### config.mk
export PLATFORM = sky130hd
export DESIGN_NAME = iir_stuff_sequencer_flat
export DESIGN_NICKNAME = d
export VERILOG_FILES = /design/src/rtl/iir_stuff_sequencer_if.sv /design/src/rtl/iir_stuff_sequencer.sv /design/src/flat_wrapper.sv
export SDC_FILE = /design/constraint.sdc
export NUM_CORES = 1
export LEC_CHECK = 0
export ABC_AREA = 1
export CORE_AREA = 2 2 137 139
export CTS_BUF_LIST = sky130_fd_sc_hd__clkbuf_8
export DETAILED_ROUTE_END_ITERATION = 10
export DIE_AREA = 0 0 139 141
export PLACE_DENSITY = 0.66
export SYNTH_ARGS = -nofsm -noshare
export SYNTH_HDL_FRONTEND = slang
export SYNTH_SLANG_ARGS = --single-unit
### constraint.sdc
create_clock -name clk -period 11.18 [get_ports clk]
set_input_delay 1.118 -clock clk [delete_from_list [all_inputs] [get_ports clk]]
set_output_delay 1.118 -clock clk [all_outputs]
set_load 0.005 [all_outputs]
### src/rtl/iir_stuff_sequencer_if.sv
// ---------------------------------------------------------------------------
// iir_stuff_sequencer_if
// Groups every handshake and data signal that the IIR stuffing sequencer
// exchanges with its stream source, its config master and the iir_filter
// datapath.
//   slave  : the sequencer's view (accepts samples/config, drives the filter)
//   master : the surrounding environment's view (source, config, filter y)
// All data words are two's complement and are passed bit-exact.
// Handshake rule for both s_* and cfg_*: a transfer happens on a rising clock
// edge where valid and ready are both 1; ready never depends on valid, and a
// source that is not accepted must hold its valid/data until it is.
// ---------------------------------------------------------------------------
interface iir_stuff_sequencer_if #(
  parameter int WORD_LEN_IN   = 17,
  parameter int WORD_LEN_OUT  = 17,
  parameter int WORD_LEN_COEF = 17
);
  logic                     s_valid;
  logic                     s_ready;
  logic [WORD_LEN_IN-1:0]   s_x;
  logic                     cfg_valid;
  logic                     cfg_ready;
  logic [1:0]               cfg_addr;
  logic [WORD_LEN_COEF-1:0] cfg_data;
  logic [WORD_LEN_IN-1:0]   f_x;
  logic [WORD_LEN_COEF-1:0] f_a1;
  logic [WORD_LEN_COEF-1:0] f_b0;
  logic [WORD_LEN_COEF-1:0] f_b1;
  logic                     flt_reset;
  logic [WORD_LEN_OUT-1:0]  f_y;
  logic                     m_valid;
  logic [WORD_LEN_OUT-1:0]  m_y;

  modport slave (
    input  s_valid, s_x, cfg_valid, cfg_addr, cfg_data, f_y,
    output s_ready, cfg_ready, f_x, f_a1, f_b0, f_b1, flt_reset, m_valid, m_y
  );

  modport master (
    output s_valid, s_x, cfg_valid, cfg_addr, cfg_data, f_y,
    input  s_ready, cfg_ready, f_x, f_a1, f_b0, f_b1, flt_reset, m_valid, m_y
  );
endinterface

### src/rtl/iir_stuff_sequencer.sv
// ---------------------------------------------------------------------------
// iir_stuff_sequencer
// Feeds a free-running single-stage IIR filter from a sparse sample stream.
// Every clock the filter gets either an accepted sample or a zero stuff; a tag
// travels alongside each real sample so that exactly the matching filter
// outputs are presented on m_valid/m_y. Coefficients are written into shadow
// registers and committed atomically once all tagged samples have left the
// pipe, after which the filter is held in reset for FLUSH_CYCLES clocks.
// Ports:
//   clk         system clock
//   reset       asynchronous, active-high
//   bus         iir_stuff_sequencer_if.slave (stream in, config, filter, out)
//   dbg_state_o current FSM state (0 RUN, 1 DRAIN, 2 FLUSH)
// ---------------------------------------------------------------------------
module iir_stuff_sequencer #(
  parameter int WORD_LEN_IN   = 17,
  parameter int WORD_LEN_OUT  = 17,
  parameter int WORD_LEN_COEF = 17,
  parameter int LATENCY       = 2,
  parameter int FLUSH_CYCLES  = 4
) (
  input  logic                        clk,
  input  logic                        reset,
  iir_stuff_sequencer_if.slave        bus,
  output logic [1:0]                  dbg_state_o
);
  localparam int IFW = $clog2(LATENCY + 2);
  localparam int FCW = $clog2(FLUSH_CYCLES + 1);

  typedef enum logic [1:0] {
    ST_RUN   = 2'd0,
    ST_DRAIN = 2'd1,
    ST_FLUSH = 2'd2
  } state_t;

  state_t                   state_q, state_d;
  logic [FCW-1:0]           flush_cnt_q, flush_cnt_d;
  logic [LATENCY:0]         tag_q, tag_d;
  logic [IFW-1:0]           inflight_q, inflight_d;
  logic [WORD_LEN_IN-1:0]   f_x_q, f_x_d;
  logic [WORD_LEN_COEF-1:0] sh_a1_q, sh_a1_d, sh_b0_q, sh_b0_d, sh_b1_q, sh_b1_d;
  logic [WORD_LEN_COEF-1:0] act_a1_q, act_a1_d, act_b0_q, act_b0_d, act_b1_q, act_b1_d;
  logic [WORD_LEN_OUT-1:0]  m_y_q, m_y_d;
  logic                     m_valid_q, m_valid_d;

  logic accept, cfg_fire, tag_exit, run_st;

  // Ready is withheld while reset is asserted so the source sees no
  // acceptance window until the block is actually running.
  assign run_st        = (state_q == ST_RUN) && !reset;
  assign bus.s_ready   = run_st;
  assign bus.cfg_ready = run_st;
  assign bus.flt_reset = reset || (state_q == ST_FLUSH);
  assign bus.f_x       = f_x_q;
  assign bus.f_a1      = act_a1_q;
  assign bus.f_b0      = act_b0_q;
  assign bus.f_b1      = act_b1_q;
  assign bus.m_valid   = m_valid_q;
  assign bus.m_y       = m_y_q;
  assign dbg_state_o   = state_q;

  assign accept   = bus.s_valid && run_st;
  assign cfg_fire = bus.cfg_valid && run_st;
  // The tag at the last stage marks the cycle whose f_y belongs to a sample.
  assign tag_exit = tag_q[LATENCY];

  always_comb begin
    state_d     = state_q;
    flush_cnt_d = flush_cnt_q;
    tag_d       = {tag_q[LATENCY-1:0], accept};
    inflight_d  = inflight_q;
    f_x_d       = accept ? bus.s_x : '0;
    sh_a1_d     = sh_a1_q;
    sh_b0_d     = sh_b0_q;
    sh_b1_d     = sh_b1_q;
    act_a1_d    = act_a1_q;
    act_b0_d    = act_b0_q;
    act_b1_d    = act_b1_q;
    m_valid_d   = tag_exit;
    m_y_d       = tag_exit ? bus.f_y : m_y_q;

    // Entry and exit on the same edge cancel out.
    if (accept && !tag_exit) begin
      inflight_d = inflight_q + IFW'(1);
    end else if (!accept && tag_exit) begin
      inflight_d = inflight_q - IFW'(1);
    end

    if (cfg_fire) begin
      case (bus.cfg_addr)
        2'd0:    sh_a1_d = bus.cfg_data;
        2'd1:    sh_b0_d = bus.cfg_data;
        2'd2:    sh_b1_d = bus.cfg_data;
        default: sh_a1_d = sh_a1_q;
      endcase
    end

    case (state_q)
      ST_RUN: begin
        if (cfg_fire && (bus.cfg_addr == 2'd3)) begin
          state_d = ST_DRAIN;
        end
      end
      ST_DRAIN: begin
        // Pipe empty: commit all three coefficients on the same edge.
        if (inflight_q == '0) begin
          state_d     = ST_FLUSH;
          flush_cnt_d = FCW'(FLUSH_CYCLES - 1);
          act_a1_d    = sh_a1_q;
          act_b0_d    = sh_b0_q;
          act_b1_d    = sh_b1_q;
        end
      end
      ST_FLUSH: begin
        if (flush_cnt_q == '0) begin
          state_d = ST_RUN;
        end else begin
          flush_cnt_d = flush_cnt_q - FCW'(1);
        end
      end
      default: state_d = ST_RUN;
    endcase
  end

  always_ff @(posedge clk or posedge reset) begin
    if (reset) begin
      state_q     <= ST_RUN;
      flush_cnt_q <= '0;
      tag_q       <= '0;
      inflight_q  <= '0;
      f_x_q       <= '0;
      sh_a1_q     <= '0;
      sh_b0_q     <= '0;
      sh_b1_q     <= '0;
      act_a1_q    <= '0;
      act_b0_q    <= '0;
      act_b1_q    <= '0;
      m_y_q       <= '0;
      m_valid_q   <= 1'b0;
    end else begin
      state_q     <= state_d;
      flush_cnt_q <= flush_cnt_d;
      tag_q       <= tag_d;
      inflight_q  <= inflight_d;
      f_x_q       <= f_x_d;
      sh_a1_q     <= sh_a1_d;
      sh_b0_q     <= sh_b0_d;
      sh_b1_q     <= sh_b1_d;
      act_a1_q    <= act_a1_d;
      act_b0_q    <= act_b0_d;
      act_b1_q    <= act_b1_d;
      m_y_q       <= m_y_d;
      m_valid_q   <= m_valid_d;
    end
  end
endmodule

### src/flat_wrapper.sv
// flat-port wrapper written by rule: the top's interface ports become plain ports
module iir_stuff_sequencer_flat 
#(
  parameter int WORD_LEN_IN   = 17,
  parameter int WORD_LEN_OUT  = 17,
  parameter int WORD_LEN_COEF = 17,
  parameter int LATENCY       = 2,
  parameter int FLUSH_CYCLES  = 4
)
  (clk, reset, dbg_state_o, bus_s_valid, bus_s_x, bus_cfg_valid, bus_cfg_addr, bus_cfg_data, bus_f_y, bus_s_ready, bus_cfg_ready, bus_f_x, bus_f_a1, bus_f_b0, bus_f_b1, bus_flt_reset, bus_m_valid, bus_m_y);
  iir_stuff_sequencer_if #(.WORD_LEN_IN(WORD_LEN_IN), .WORD_LEN_OUT(WORD_LEN_OUT), .WORD_LEN_COEF(WORD_LEN_COEF)) bus_i ();
  input  logic clk;
  input  logic reset;
  output logic [1:0] dbg_state_o;
  input wire logic [$bits(bus_i.s_valid)-1:0] bus_s_valid;
  input wire logic [$bits(bus_i.s_x)-1:0] bus_s_x;
  input wire logic [$bits(bus_i.cfg_valid)-1:0] bus_cfg_valid;
  input wire logic [$bits(bus_i.cfg_addr)-1:0] bus_cfg_addr;
  input wire logic [$bits(bus_i.cfg_data)-1:0] bus_cfg_data;
  input wire logic [$bits(bus_i.f_y)-1:0] bus_f_y;
  output wire logic [$bits(bus_i.s_ready)-1:0] bus_s_ready;
  output wire logic [$bits(bus_i.cfg_ready)-1:0] bus_cfg_ready;
  output wire logic [$bits(bus_i.f_x)-1:0] bus_f_x;
  output wire logic [$bits(bus_i.f_a1)-1:0] bus_f_a1;
  output wire logic [$bits(bus_i.f_b0)-1:0] bus_f_b0;
  output wire logic [$bits(bus_i.f_b1)-1:0] bus_f_b1;
  output wire logic [$bits(bus_i.flt_reset)-1:0] bus_flt_reset;
  output wire logic [$bits(bus_i.m_valid)-1:0] bus_m_valid;
  output wire logic [$bits(bus_i.m_y)-1:0] bus_m_y;
  assign bus_i.s_valid = bus_s_valid;
  assign bus_i.s_x = bus_s_x;
  assign bus_i.cfg_valid = bus_cfg_valid;
  assign bus_i.cfg_addr = bus_cfg_addr;
  assign bus_i.cfg_data = bus_cfg_data;
  assign bus_i.f_y = bus_f_y;
  assign bus_s_ready = bus_i.s_ready;
  assign bus_cfg_ready = bus_i.cfg_ready;
  assign bus_f_x = bus_i.f_x;
  assign bus_f_a1 = bus_i.f_a1;
  assign bus_f_b0 = bus_i.f_b0;
  assign bus_f_b1 = bus_i.f_b1;
  assign bus_flt_reset = bus_i.flt_reset;
  assign bus_m_valid = bus_i.m_valid;
  assign bus_m_y = bus_i.m_y;
  iir_stuff_sequencer #(.WORD_LEN_IN(WORD_LEN_IN), .WORD_LEN_OUT(WORD_LEN_OUT), .WORD_LEN_COEF(WORD_LEN_COEF), .LATENCY(LATENCY), .FLUSH_CYCLES(FLUSH_CYCLES)) u_core (.clk(clk), .reset(reset), .bus(bus_i), .dbg_state_o(dbg_state_o));
endmodule
==> flow_metrics.py, run 1 <==
metrics = {
    "outcome": {
        "outcome": "finished clean",
    },
    "floorplanning": {
        "io_pins": 148,
        "die_y_um": 141,
        "coreArea_um2": 18300,
        "num_rows": 50,
        "die_area_um2": 19600,
        "initial_utilization_pct": 31.4,
        "die-width_um": 139,
    },
    "cells_and_area": {
        "final_cell_mix": "nand2_1 (327), clkdlybuf4s50_1 (147), dfrtp_1 (147), nand3_1 (55), inv_1 (34)",
        "fin_area_um2": 7850,
        "synthToLayoutAreaGrowth_pct": 36.9,
        "nNetsFinal": 834,
        "drive_gt1_share_pct": 6.10,
        "mostFrequentLayoutCell": "nand2_1",
    },
    "worst_setup_path": {
        "cp_slowest_cell": "buf_4",
        "critPathMaxFanout": 92,
        "critical_path_buf_inv_count": 5,
        "worst_path_dominant_cell_family": "buffers and inverters",
        "slowest_delay_ps": 760,
        "arrival_ps": 3760,
        "worstSetupStartpointType": "primary input",
        "cp_cell_sequence": "clkdlybuf4s50_1 > inv_6 > buf_4 > nand2_1 > inv_1 > clkdlybuf4s50_1",
        "cp.required_ps": 10060,
        "crit_type": "in2out",
        "crit_top_cell": "clkdlybuf4s50_1",
        "crit_path_end_kind": "output pin",
    },
    "power": {
        "powerDensity_nw_per_um2": 132,
        "power.switching_uw": 219,
        "switching_share_pct": 21.1,
        "pwr-share-clk_pct": 45.4,
        "cellLeakagePower_uw": 0.00408,
        "p_seq_share_pct": 51.1,
        "power_frac_comb_pct": 3.6,
        "max-vdd-ir-drop_uv": 58.0,
        "intPower_uw": 821,
    },
    "route": {
        "finalWirelength_um": 14400,
        "ant_nets": 0,
        "drc_errors": 0,
        "drt_iter0_drc": 374,
        "viasPerCell": 4.35,
        "dr.pass1.iters": 4,
        "wl_per_cell_um": 14.1,
        "route.vias.total": 4447,
    },
    "synth": {
        "yosys.cell_types.count": 22,
        "synth-seq-cells": 147,
        "avgSynthCellArea_um2": 9.08,
        "yosysWarningCount": 0,
        "synthesis.nets": 691,
        "syn_inst": 631,
        "ys_seq_area_share_pct": 64.2,
        "netlist_area_um2": 5730,
    },
    "timing": {
        "fin_crit_ps": 4880,
        "final-max-slew-violation-count": 0,
        "finalCritPeriodShare_pct": 43.6,
        "timing.slew.headroom_pct": 29.9,
        "tightestPinTransition_ps": 1050,
        "rsz0062_at_grt": "false",
        "finClkSkew_ps": 12.7,
        "totalNegativeSetupSlack_ps": 0,
        "fmax_mhz": 205,
        "setup_viol": 0,
        "finalHoldViolations": 0,
    },
    "global_route": {
        "grt_start_max_net_pins": 93,
        "grt_antenna_before_repair": 1,
        "grt_usage_pct": 15.2,
        "overflow": 0,
        "grt_pass1_wl_um": 23500,
        "grt_pass1_vias": 4329,
    },
    "clocking": {
        "cts_made_buffers": 17,
        "cts_max_level": 4,
        "cts_setup_buffers": 0,
        "cts_root_buf": "clkbuf_8",
        "cts.clk_slew.worst_paths_ps": 70,
        "clock_latency_ps": 440,
        "hold_buffers": 0,
        "cts.repair.resized": 0,
        "clk_path_buf_depth": 2,
        "tritoncts": "done",
        "clock-sinks": 147,
    },
    "min_path": {
        "hold_path_class": "reg2reg",
    },
    "placed_design": {
        "gp_congestion": 0.760,
        "io_buffers": 147,
        "placedInstanceArea_um2": 7390,
        "place_hpwl_um": 9780,
    },
    "job": {
        "cap_violations": 0,
    },
}
==> sequential cells by signal, summed over array words and instances (netlist names) <==
register / cells
u_core.sh_b1_q: 17
u_core.bus.f_a1: 17
u_core.bus.f_b0: 17
u_core.bus.f_x: 17
u_core.flush_cnt_q: 3
u_core.tag_q: 3
u_core.dbg_state_o: 2
u_core.sh_a1_q: 17
u_core.bus.m_y: 17
u_core.sh_b0_q: 17
u_core.bus.m_valid: 1
u_core.inflight_q: 2
u_core.bus.f_b1: 17
==> synthesized netlist by cell type, drive strengths merged <==
master | count | area share, %
nand3 | 56 | 5.1
ha | 3 | 0.65
clkinv | 2 | 0.13
nand2 | 329 | 22
clkbuf | 5 | 0.33
nor2 | 27 | 2.4
xnor2 | 1 | 0.15
dfrtp | 147 | 64
nand4 | 4 | 0.76
or2 | 1 | 0.11
inv | 33 | 2.2
o21ai | 2 | 0.17
buf | 21 | 2.2
==> per-stage QoR <==
| step | hold WS (ps) | setup slack (ps) | instances | utilization, % | total power [uW] |
|---|---|---|---|---|---|
| finish | 347 | 6300 | 1022 | 43.0 | 1040 |
| global route | 356 | 5980 | 1021 | 42.9 | 1080 |
| CTS | 351 | 6220 | 1021 | 42.9 | 1050 |
| detailed placement | 336 | 6220 | 989 | 40.4 | 579 |
| global placement | 333 | 6190 | 989 | 40.4 | 580 |
| floorplan | 331 | 4720 | 631 | - | 553 |
==> layer usage <==
| metal | share of wire [%] | track usage (%) | wire, um |
|---|---|---|---|
| met1 | 45 | 19.5 | 6400 |
| met2 | 50 | 25.0 | 7180 |
| met3 | 4.6 | 4.72 | 660 |
| met4 | 0.91 | 4.25 | 130 |
| met5 | 0 | 0 | 0 |
==> cell type report <==
| type | instances | area (um2) |
|---|---|---|
| fill | 1838 | 10400 |
| sequential | 147 | 3680 |
| multi-input combinational | 423 | 1790 |
| timing repair buffer | 150 | 1490 |
| tap | 234 | 293 |
| clock buffer | 18 | 248 |
| clock inverter | 14 | 210 |
| inverter | 35 | 136 |
| antenna | 1 | 2.50 |
==> logic make-up after synthesis <==
logic type,after synthesis,share of synthesized area [%]
flops,147,64.2
buf+inv,61,4.85
simple gates,417,30.0
xor+xnor,1,0.153
fa+ha+maj,3,0.655
compound gates,2,0.175
==> worst paths after layout <==
kind / to / cells past startpoint / start / slack (ps)
worst max-delay path: bus_s_ready / 6 / reset / 6300
worst min-delay path: u_core.tag_q[2]$_DFF_PP0_ / 0 / u_core.tag_q[1]$_DFF_PP0_ / 350
worst max register to register: u_core.inflight_q[1]$_DFFE_PP0P_ / 5 / u_core.tag_q[2]$_DFF_PP0_ / 8740
worst min register to register: u_core.tag_q[2]$_DFF_PP0_ / 0 / u_core.tag_q[1]$_DFF_PP0_ / 350
max in group asynchronous: u_core.inflight_q[0]$_DFFE_PP0P_ / 3 / reset / 8640
min in group asynchronous: u_core.bus.m_y[16]$_DFFE_PP0P_ / 2 / reset / 1200
==> power by group through the flow <==
stage | combinational, uW | clock, uW | sequential (uW)
2_1_floorplan | 10.6 | 0 | 542
4_1_cts | 37.8 | 482 | 531
3_5_place_dp | 37.7 | 0 | 542
3_3_place_gp | 37.8 | 0 | 542
6_report | 36.9 | 471 | 531
5_1_grt | 41.3 | 506 | 531
No activity file was read; power rests on OpenSTA's default activity.
==> inputs of run 2 (changes only) <==
--- a/config.mk
+++ b/config.mk
@@ -10,7 +10,7 @@
 export CTS_BUF_LIST = sky130_fd_sc_hd__clkbuf_8
 export DETAILED_ROUTE_END_ITERATION = 10
 export DIE_AREA = 0 0 139 141
-export PLACE_DENSITY = 0.66
+export PLACE_DENSITY = 0.68
 export SYNTH_ARGS = -nofsm -noshare
 export SYNTH_HDL_FRONTEND = slang
 export SYNTH_SLANG_ARGS = --single-unit
==> constraint.sdc (replaced) <==
create_clock -name clk -period 4.1 [get_ports clk]
set_input_delay 0.41 -clock clk [delete_from_list [all_inputs] [get_ports clk]]
set_output_delay 0.41 -clock clk [all_outputs]
set_load 0.005 [all_outputs]
==> run 2 against run 1 <==
Sequential power increased to 2.7 times the previous value. Clock power is 150% higher. Register-to-register slack got worse by 7000 ps. Power grew to 2.6 times the previous value. Wire length up 3.8%. Clock skew decreased by 4.9 ps. Global-route usage rose by 0.54 points. First-iteration DRC count shrank 16%. Sequential share of layout area up 0.26 points. Count of clock-buffer cells in the layout unchanged. Design area decreased by 0.56%.
==> flow_metrics.py, run 2 (same netlist as run 1, synthesis figures left out) <==
metrics = {
    "outcome": {
        "outcome": "finished clean",
    },
    "global_route": {
        "grt_usage_pct": 15.8,
        "grt_pass1_wl_um": 24500,
        "overflow": 0,
        "grt_start_max_net_pins": 63,
        "grt_pass1_vias": 4622,
        "grt_antenna_before_repair": 0,
    },
    "worst_setup_path": {
        "worstSetupStartpointType": "primary input",
        "crit_type": "in2out",
        "cp.required_ps": 3690,
        "critPathMaxFanout": 57,
        "arrival_ps": 2040,
        "crit_path_end_kind": "output pin",
        "reg2reg_depth": 6,
    },
    "cells_and_area": {
        "fin_util_pct": 42.7,
        "synthToLayoutAreaGrowth_pct": 36.1,
        "final_cell_mix": "nand2_1 (327), clkdlybuf4s50_1 (147), dfrtp_1 (147), nand3_1 (55), inv_1 (32)",
        "fin_area_um2": 7800,
        "antenna_cells": 0,
        "mostFrequentLayoutCell": "nand2_1",
        "fin_cells": 1021,
        "drive_gt1_share_pct": 6.35,
        "nNetsFinal": 835,
    },
    "floorplanning": {
        "coreArea_um2": 18300,
        "die_area_um2": 19600,
        "num_rows": 50,
        "die_y_um": 141,
        "io_pins": 148,
        "initial_utilization_pct": 31.4,
        "die-width_um": 139,
    },
    "job": {
        "cap_violations": 0,
    },
    "placed_design": {
        "gp_congestion": 0.768,
        "place_hpwl_um": 10200,
        "placedInstanceArea_um2": 7390,
        "place_inst": 990,
        "io_buffers": 147,
    },
    "route": {
        "drt_iter0_drc": 313,
        "dr.pass1.iters": 4,
        "viasPerCell": 4.40,
        "finalWirelength_um": 14900,
        "wl_per_cell_um": 14.6,
        "drc_errors": 0,
        "route.vias.total": 4494,
        "ant_nets": 0,
    },
    "timing": {
        "finalHoldViolations": 0,
        "finClkSkew_ps": 7.72,
        "tightestPinTransition_ps": 1030,
        "final-max-slew-violation-count": 0,
        "totalNegativeSetupSlack_ps": 0,
        "fin_crit_ps": 2450,
        "finalCritPeriodShare_pct": 59.7,
        "rsz0062_at_grt": "false",
        "setup_viol": 0,
        "timing.slew.headroom_pct": 30.8,
        "fmax_mhz": 409,
    },
    "clocking": {
        "cts_made_buffers": 17,
        "clk_path_buf_depth": 2,
        "cts_max_level": 4,
        "hold_buffers": 0,
        "clock_latency_ps": 450,
        "cts_root_buf": "clkbuf_8",
        "cts.repair.resized": 0,
        "clock-sinks": 147,
        "tritoncts": "done",
        "cts_setup_buffers": 0,
        "cts.clk_slew.worst_paths_ps": 80,
    },
    "power": {
        "powerDensity_nw_per_um2": 348,
        "cellLeakagePower_uw": 0.00406,
        "max-vdd-ir-drop_uv": 182,
    },
    "min_path": {
        "hold_depth": 0,
        "hold_path_class": "reg2reg",
    },
}
run 2: routing by layer:
layer / track usage (%) / vias up / part of all wire (%)
li1: - / 2217 / -
met1: 19.8 / 2157 / 43
met5: 0 / - / 0
met4: 6.43 / 0 / 2.1
met3: 3.67 / 21 / 4.3
met2: 26.4 / 99 / 50
run 2: report_power, final:
part           switching, uW  internal (uW)  leakage (uW)
clock                    553            612      0.000196
combinational           52.4           51.1       0.00191
sequential                 0           1450       0.00196
total                    605           2110       0.00406
run 2: worst paths after layout:
path	from	endpoint	slack, ps
max	reset	bus_cfg_ready	1650
min	u_core.tag_q[1]$_DFF_PP0_	u_core.tag_q[2]$_DFF_PP0_	350
max reg2reg	u_core.tag_q[2]$_DFF_PP0_	u_core.inflight_q[1]$_DFFE_PP0P_	1710
min reg2reg	u_core.tag_q[1]$_DFF_PP0_	u_core.tag_q[2]$_DFF_PP0_	350
max in group asynchronous	reset	u_core.sh_b0_q[0]$_DFFE_PP0P_	2500
min in group asynchronous	reset	u_core.bus.f_x[11]$_DFF_PP0_	390
run 2: area by class of cell:
type,instances,area (um2)
Multi-Input combinational cell,423,1790
Inverter,35,136
Sequential cell,147,3680
Clock inverter,13,161
Fill cell,1780,10500
Tap cell,234,293
Clock buffer,18,248
Timing Repair Buffer,151,1500
run 2: worst max-delay path, cell delays in order:
cell and delay (ps):
clkdlybuf4s50_1 470, inv_6 410, nand2_1 100, inv_1 110, clkdlybuf4s50_1 530
run 2: stage by stage:
step           power (uW)  hold slack (ps)  setup slack, ps
6_report             2720              354             1650
5_1_grt              2810              385             1480
4_1_cts              2740              355             1600
3_5_place_dp         1580              335             1520
3_3_place_gp         1580              331             1590
2_1_floorplan        1510              331              538
==> inputs of run 3 (changes only) <==
==> constraint.sdc (replaced) <==
create_clock -name clk -period 2.25 [get_ports clk]
set_input_delay 0.225 -clock clk [delete_from_list [all_inputs] [get_ports clk]]
set_output_delay 0.225 -clock clk [all_outputs]
set_load 0.005 [all_outputs]
==> run 3 against run 2 <==
Sequential share of layout area is 0.82 points lower. Clock power up 87%. Cell count up 1.5%. First-iteration DRC count is 27% higher. Core utilization grew 0.75 points. Register-to-register slack got worse by 1100 ps. Sequential cell count unchanged. Wire length hardly changed. Power increased by 85%. Global-route usage grew 0.10 points. Critical path depth decreased by 1. Design area is 1.8% higher.
==> flow_metrics.py, run 3 (same netlist as run 1, synthesis figures left out) <==
metrics = {
    "outcome": {
        "outcome": "finished clean",
    },
    "clocking": {
        "hold_buffers": 0,
        "clock_latency_ps": 440,
        "cts_root_buf": "clkbuf_8",
        "tritoncts": "done",
        "clock-sinks": 147,
        "cts_setup_buffers": 0,
        "cts.repair.resized": 0,
        "cts_made_buffers": 17,
        "cts_max_level": 4,
        "cts.clk_slew.worst_paths_ps": 80,
        "clk_path_buf_depth": 2,
    },
    "cells_and_area": {
        "nNetsFinal": 848,
        "synthToLayoutAreaGrowth_pct": 38.6,
        "mostFrequentLayoutCell": "nand2_1",
        "drive_gt1_share_pct": 7.62,
        "multi_input_area_um2": 1790,
        "fin_cells": 1036,
        "regArea_um2": 3680,
        "final_cell_mix": "nand2_1 (327), clkdlybuf4s50_1 (147), dfrtp_1 (147), nand3_1 (55), inv_1 (35)",
        "fill_cells": 1775,
    },
    "global_route": {
        "grt_antenna_before_repair": 1,
        "grt_usage_pct": 15.9,
        "grt_pass1_vias": 4543,
        "grt_pass1_wl_um": 24600,
        "grt_start_max_net_pins": 52,
        "overflow": 0,
    },
    "worst_setup_path": {
        "arrival_ps": 1880,
        "cp.required_ps": 2030,
        "timing.rr.start": "u_core.dbg_state_o[1]$_DFFE_PP0P_",
        "critPathMaxFanout": 5,
        "slowest_delay_ps": 560,
        "crit_path_end_kind": "output pin",
        "cp_cell_sequence": "nor2_4 > nand2_1 > inv_1 > clkdlybuf4s50_1",
        "cp_slowest_cell": "clkdlybuf4s50_1",
        "worst_path_dominant_cell_family": "buffers and inverters",
        "crit_start": "u_core.dbg_state_o[1]$_DFFE_PP0P_",
        "critical_path_buf_inv_count": 2,
        "crit_type": "reg2out",
        "worstSetupStartpointType": "flop",
    },
    "floorplanning": {
        "io_pins": 148,
        "die_y_um": 141,
        "die-width_um": 139,
        "initial_utilization_pct": 31.4,
        "coreArea_um2": 18300,
        "num_rows": 50,
        "die_area_um2": 19600,
    },
    "timing": {
        "layout_setup_ws_ps": 147,
        "fin_crit_ps": 2100,
        "final-max-slew-violation-count": 0,
        "timing.slew.headroom_pct": 63.9,
        "finalCritPeriodShare_pct": 93.5,
        "finClkSkew_ps": 11.8,
        "finalHoldViolations": 0,
        "rsz0062_at_grt": "false",
        "fmax_mhz": 475,
        "totalNegativeSetupSlack_ps": 0,
        "tightestPinTransition_ps": 542,
        "setup_viol": 0,
    },
    "route": {
        "drc_errors": 0,
        "dr.pass1.iters": 4,
        "wl_per_cell_um": 14.4,
        "ant_nets": 0,
        "route.vias.total": 4518,
        "viasPerCell": 4.36,
        "finalWirelength_um": 14900,
        "drt_iter0_drc": 396,
    },
    "placed_design": {
        "dp_slack_ps": 260,
        "gp_congestion": 0.785,
        "io_buffers": 147,
        "place_hpwl_um": 10600,
        "place_inst": 1003,
    },
    "power": {
        "cellLeakagePower_uw": 0.00414,
        "powerDensity_nw_per_um2": 633,
        "power_uw": 5030,
        "max-vdd-ir-drop_uv": 378,
    },
    "job": {
        "cap_violations": 0,
    },
    "min_path": {
        "hold_path_class": "in2async",
    },
}
## run 3: cell types whose count changed in the layout (fill, tap and decap cells not counted), sizes merged
cell	change
clkinv	-2
inv	+3
bufinv	+1
buf	+13
diode	+1
clkbuf	-1
## run 3: routing by layer
| metal | share of wire (%) | up-vias | global-route usage (%) |
|---|---|---|---|
| met5 | 0 | - | 0 |
| met4 | 1.9 | 0 | 5.90 |
| met3 | 4.5 | 22 | 3.84 |
| met2 | 49 | 95 | 25.9 |
| met1 | 44 | 2160 | 20.6 |
| li1 | - | 2241 | - |
## run 3: final timing paths
path | endpoint | slack (ps) | cells after the start
min in group clk | u_core.bus.f_x[0]$_DFF_PP0_ | 300 | 3
max | bus_cfg_ready | 150 | 4
min | u_core.bus.f_x[6]$_DFF_PP0_ | 110 | 2
max reg2reg | u_core.inflight_q[1]$_DFFE_PP0P_ | 630 | 10
max in group asynchronous | u_core.bus.f_b0[10]$_DFFE_PP0P_ | 980 | 4
min reg2reg | u_core.tag_q[1]$_DFF_PP0_ | 360 | 0
## run 3: report_power, final
| group | internal [uW] | total [uW] | switching [uW] |
|---|---|---|---|
| Combinational | 96.7 | 194 | 97.1 |
| Sequential | 2640 | 2640 | 0 |
| Clock | 1200 | 2190 | 992 |
## run 3: cell type report
| class | instances | area share [%] |
|---|---|---|
| repair buffers | 164 | 20.3 |
| diodes | 1 | 0.0315 |
| clock inverters | 15 | 2.43 |
| inverters | 35 | 1.81 |
| well taps | 234 | 3.69 |
| clock buffers | 17 | 2.95 |
| flip-flops and latches | 147 | 46.3 |
| multi-input cells | 423 | 22.5 |
## run 3: per-stage QoR
stage          util, %  hold slack [ps]  cell area [um2]
2_1_floorplan        -              192             5740
3_3_place_gp      41.1              334             7510
3_5_place_dp      41.1              345             7510
4_1_cts           43.5             89.3             7940
5_1_grt           43.5              109             7940
6_report          43.5              109             7940
## run 3: worst reg2reg max path: cells and delay by family (launching register included)
family / cells / cell delay [ps]
DFF: 1 / 460
and+or+nand+nor: 6 / 560
buffers and inverters: 3 / 250
adders and majority gates: 1 / 240
